===== config.mk =====
export PLATFORM = sky130hd
export DESIGN_NAME = if_prefetch_queue_flat
export DESIGN_NICKNAME = d
export VERILOG_FILES = /design/src/rtl/if_prefetch_queue_if.sv /design/src/rtl/if_prefetch_queue.sv /design/src/flat_wrapper.sv
export SDC_FILE = /design/constraint.sdc
export NUM_CORES = 1
export LEC_CHECK = 0
export ABC_AREA = 0
export CORE_UTILIZATION = 40
export DETAILED_ROUTE_END_ITERATION = 6
export SLEW_MARGIN = 15
export SYNTH_ARGS = -nofsm -noshare
export SYNTH_HDL_FRONTEND = slang
export SYNTH_SLANG_ARGS = --single-unit

===== constraint.sdc =====
create_clock -name clk -period 4.2 [get_ports clk]
set_input_delay 0.84 -clock clk [delete_from_list [all_inputs] [get_ports clk]]
set_output_delay 0.84 -clock clk [all_outputs]
set_load 0.005 [all_outputs]

===== src/rtl/if_prefetch_queue_if.sv =====
// IF -> prefetch queue -> ID handshake bundle.
// slave: the queue side; master: the IF/ID pipeline side that drives pushes, stall and flush.
interface if_prefetch_queue_if #(
    parameter int PTR_W  = 2,
    parameter int ADDR_W = 30,
    parameter int DATA_W = 32
);
    logic [ADDR_W-1:0] in_pc;
    logic [DATA_W-1:0] in_insn;
    logic              in_en;
    logic              in_ready;
    logic              stall;
    logic              flush;
    logic [ADDR_W-1:0] out_pc;
    logic [DATA_W-1:0] out_insn;
    logic              out_en;
    logic [PTR_W:0]    count;

    modport slave (
        input  in_pc, in_insn, in_en, stall, flush,
        output in_ready, out_pc, out_insn, out_en, count
    );

    modport master (
        output in_pc, in_insn, in_en, stall, flush,
        input  in_ready, out_pc, out_insn, out_en, count
    );
endinterface


===== src/rtl/if_prefetch_queue.sv =====
// {pc, insn} prefetch FIFO between IF and ID; flush empties it.
// Optional IF_PREFETCH_BYPASS_EN: same-cycle bypass from IF to ID while the queue is empty.
module if_prefetch_queue #(
    parameter int DEPTH  = 4,
    parameter int PTR_W  = 2,
    parameter int ADDR_W = 30,
    parameter int DATA_W = 32
) (
    input  logic               clk,
    input  logic               reset,
    if_prefetch_queue_if.slave pq
);
    localparam logic [PTR_W:0]   CNT_FULL = (PTR_W+1)'(DEPTH);
    localparam logic [PTR_W:0]   CNT_ONE  = (PTR_W+1)'(1);
    localparam logic [PTR_W-1:0] PTR_ONE  = PTR_W'(1);

    logic [ADDR_W-1:0] mem_pc   [DEPTH];
    logic [DATA_W-1:0] mem_insn [DEPTH];
    logic [PTR_W-1:0]  wp;
    logic [PTR_W-1:0]  rp;
    logic [PTR_W:0]    cnt;
    logic              empty;
    logic              wr;
    logic              rd;

    assign empty       = (cnt == '0);
    assign pq.in_ready = (cnt != CNT_FULL);
    assign pq.count    = cnt;
    assign rd          = ~empty & ~pq.stall;

`ifdef IF_PREFETCH_BYPASS_EN
    logic bypass;

    // An entry consumed straight off the IF bus never touches storage.
    assign bypass      = empty & pq.in_en & ~pq.flush;
    assign wr          = pq.in_en & pq.in_ready & ~(bypass & ~pq.stall);
    assign pq.out_en   = ~empty | bypass;
    assign pq.out_pc   = ~empty ? mem_pc[rp]   : (bypass ? pq.in_pc   : '0);
    assign pq.out_insn = ~empty ? mem_insn[rp] : (bypass ? pq.in_insn : '0);
`else
    assign wr          = pq.in_en & pq.in_ready;
    assign pq.out_en   = ~empty;
    assign pq.out_pc   = empty ? '0 : mem_pc[rp];
    assign pq.out_insn = empty ? '0 : mem_insn[rp];
`endif

    always_ff @(posedge clk) begin
        if (reset || pq.flush) begin
            wp  <= '0;
            rp  <= '0;
            cnt <= '0;
        end else begin
            if (wr) wp <= wp + PTR_ONE;
            if (rd) rp <= rp + PTR_ONE;
            if (wr && !rd)
                cnt <= cnt + CNT_ONE;
            else if (rd && !wr)
                cnt <= cnt - CNT_ONE;
        end
    end

    always_ff @(posedge clk) begin
        if (wr && !reset && !pq.flush) begin
            mem_pc[wp]   <= pq.in_pc;
            mem_insn[wp] <= pq.in_insn;
        end
    end
endmodule


===== src/flat_wrapper.sv =====
// flat-port wrapper written by rule: the top's interface ports become plain ports
module if_prefetch_queue_flat 
#(
    parameter int DEPTH  = 4,
    parameter int PTR_W  = 2,
    parameter int ADDR_W = 30,
    parameter int DATA_W = 32
)
  (clk, reset, pq_in_pc, pq_in_insn, pq_in_en, pq_stall, pq_flush, pq_in_ready, pq_out_pc, pq_out_insn, pq_out_en, pq_count);
  if_prefetch_queue_if #(.PTR_W(PTR_W), .ADDR_W(ADDR_W), .DATA_W(DATA_W)) pq_i ();
  input  logic clk;
  input  logic reset;
  input wire logic [$bits(pq_i.in_pc)-1:0] pq_in_pc;
  input wire logic [$bits(pq_i.in_insn)-1:0] pq_in_insn;
  input wire logic [$bits(pq_i.in_en)-1:0] pq_in_en;
  input wire logic [$bits(pq_i.stall)-1:0] pq_stall;
  input wire logic [$bits(pq_i.flush)-1:0] pq_flush;
  output wire logic [$bits(pq_i.in_ready)-1:0] pq_in_ready;
  output wire logic [$bits(pq_i.out_pc)-1:0] pq_out_pc;
  output wire logic [$bits(pq_i.out_insn)-1:0] pq_out_insn;
  output wire logic [$bits(pq_i.out_en)-1:0] pq_out_en;
  output wire logic [$bits(pq_i.count)-1:0] pq_count;
  assign pq_i.in_pc = pq_in_pc;
  assign pq_i.in_insn = pq_in_insn;
  assign pq_i.in_en = pq_in_en;
  assign pq_i.stall = pq_stall;
  assign pq_i.flush = pq_flush;
  assign pq_in_ready = pq_i.in_ready;
  assign pq_out_pc = pq_i.out_pc;
  assign pq_out_insn = pq_i.out_insn;
  assign pq_out_en = pq_i.out_en;
  assign pq_count = pq_i.count;
  if_prefetch_queue #(.DEPTH(DEPTH), .PTR_W(PTR_W), .ADDR_W(ADDR_W), .DATA_W(DATA_W)) u_core (.clk(clk), .reset(reset), .pq(pq_i));
endmodule

==> qor.csv <==
metric,value,unit
DR vias/cell,5.073,
layout cells sized above 1,9.688,%
min cycle time layout,3.885,ns
met1 Usage GRT,18.79,%
CTS resizes,0,
"Reg clk slew, reported paths",0.06,ns
DRT antenna net count,0,
worst vdd ir,369.4,uV
Critical Path Sink Type,output pin,
GR Util met3,3.647,%
max-cap violation count,0,
Worst EP required,3.36,ns
crit start category,flop,
post-synthesis sequential area ratio,75.25,%
dpl ws,1.044,ns
Final Hold Viols,0,
hold buffer count at CTS,0,
final clock skew,0.01593,ns
Critical R2R Launch,u_core.pq.count[0],
FF-to-FF path depth,9,
Slew HR,39.97,%
"commonest non-fill, non-tap cell in the layout",edfxtp_1,
total CTS buffers,27,
"commonest cells after routing, fill and taps aside","248 x edfxtp_1, 133 x clkdlybuf4s50_1, 62 x and2_1, 58 x mux4_1, 27 x clkbuf_16",
beginning of the worst hold path,u_core.rp[1],
outcome,"complete, no violations",
Die ar.,25980,um^2
All-Layer GR Usage,14.84,%
# setup viols final,0,
initial antenna violation count,1,
total negative slack,0,ns
iteration count of the initial detailed-routing pass,4,
Nets,662,
WL per Instance,20.40,um
GRT overflow,0,
Synth Instances,444,
Syn Nets,517,
"FF+latch count, synth",257,
Placeable Area,24600,um^2
Yosys cell types,29,
Power Dens Cells,452.1,nW/um^2
clock latency reported for the late side of the worst-skew pair,0.52,ns
R2R Setup Slk,0.80,ns
Max Freq,257.4,MHz
P_leak,4.086,nW
Syn Area/Cell,22.83,um^2
port bufs,133,
warnings from Yosys,0,
DR iter-0 viols,299,
Die Width,161.2,um
critical path class,flop to output pin,
CTS tree,done,
Hold Crit Class,flop to flop,
clk sinks,257,
synthesized area,10140,um^2
drt drc,0,
clk root buf,clkbuf_16,
multi-input logic area,2306,um^2
row count,57,
vias in the first global route,5016,
detailed-route wire length,19050,um
Vias,4738,
GP Congestion,0.6856,
Max H-tree Level,1,
post-CTS setup buffers,0,
Reg area,7635,um^2
Reg-to-Reg End,u_core.pq.count[2],
Worst Tran Pin Value,0.8995,ns
grt peak-use layer,met2,
largest net degree at the start of global routing,65,
die height,161.2,um
Worst EP arrival,3.05,ns
worst setup margin,0.3149,ns
Final Util,51.50,%
Worst Hold Depth,2,
global-route wire length before repair,28940,um
Hold Worst Slack,0.5093,ns
met2 Use GR,25.41,%
RSZ-0062 raised after global routing,false,
fin. max-slew vios,0,
area grow syn2layout,25.01,%
Clock Path Buffers,3,
period utilization,92.50,%
Starting Density,41.20,%
FILL cells,1966,
HPWL Detailed,10220,um
Boundary Pins,134,
crit path max fanout,64,
-- routing by layer --
layer	share of wire [%]	vias to the layer above
li1	-	2149
met1	43	2419
met2	49	138
met3	5.8	32
met4	2.1	0
met5	0	-
-- kinds of logic (layout without fill, tap and decap cells) --
kind of cell,after synthesis,after routing,synth area share [%]
buffers and inverters,26,191,2.148
other,0,1,0
xor gates and xnor gates,2,2,0.1728
and+or+nand+nor,81,81,5.073
DFF,257,257,75.25
adders and majority gates,6,6,0.8147
AOI/OAI and AO/OA,9,9,0.5185
muxes,63,63,16.02
-- cell type report --
class,instances,area share [%]
diodes,1,0.01975
clock buffers,33,5.510
clock inverters,16,1.392
inverters,4,0.1284
multi-input cells,161,18.20
flip-flops and latches,257,60.25
well taps,324,3.199
repair buffers,138,11.30
-- cell usage after synthesis (all sizes together) --
cell | number | share of area, %
fa | 1 | 0.20
and2 | 63 | 3.9
or3b | 1 | 0.11
a21oi | 4 | 0.20
nor3 | 1 | 0.099
o21ai | 4 | 0.20
nand2 | 1 | 0.037
or2 | 1 | 0.062
o31ai | 1 | 0.12
nor2 | 3 | 0.11
clkbuf | 9 | 0.35
ha | 5 | 0.62
inv | 4 | 0.15
buf | 13 | 1.7
xor2 | 2 | 0.17
nand4 | 2 | 0.12
edfxtp | 248 | 73
dfxtp | 9 | 1.8
or3 | 3 | 0.20
mux2i | 1 | 0.099
and3 | 4 | 0.30
nand2b | 2 | 0.12
mux4 | 62 | 16
-- registers in the layout, indices dropped and copies added (netlist names), named ones only --
name	cells
u_core.rp	2
u_core.mem_pc	120
u_core.mem_insn	128
u_core.wp	2
u_core.pq.count	3
-- how the worst max path moves through the flow --
| stage | from | endpoint | slack [ns] | depth (start not counted) |
|---|---|---|---|---|
| finish | u_core.pq.count[0] | pq_out_pc[24] | 0.31 | 4 |
| global route | u_core.pq.count[0] | pq_out_pc[24] | 0.04 | 4 |
| global placement | u_core.pq.count[0] | pq_out_pc[24] | 1.05 | 4 |
| CTS | u_core.pq.count[0] | pq_out_pc[24] | 0.47 | 4 |
| floorplan | reset | u_core.mem_insn[0][0] | 1.82 | 2 |
| detailed placement | u_core.pq.count[0] | pq_out_pc[24] | 1.04 | 4 |
-- through the flow --
step           cell area, um^2  total power [mW]  cells
6_report                 12670             5.729    934
5_1_grt                  12670             5.939    933
4_1_cts                  12670             5.805    933
3_5_place_dp             11790             3.466    884
3_3_place_gp             11790             3.456    884
2_1_floorplan            10140             3.136    444
-- worst max-delay path, stage by stage, from the launching register on --
cell	delay, ns
dfxtp_1	0.38
nor3_2	0.40
clkinv_2	0.80
and2_1	0.47
clkdlybuf4s50_1	0.47
-- power by group --
group / internal [mW] / switching [mW]
sequential: 2.85 / 0.0200
combinational: 0.316 / 0.220
clock: 1.42 / 0.908
Note: power is estimated with default switching activity, not from simulation.
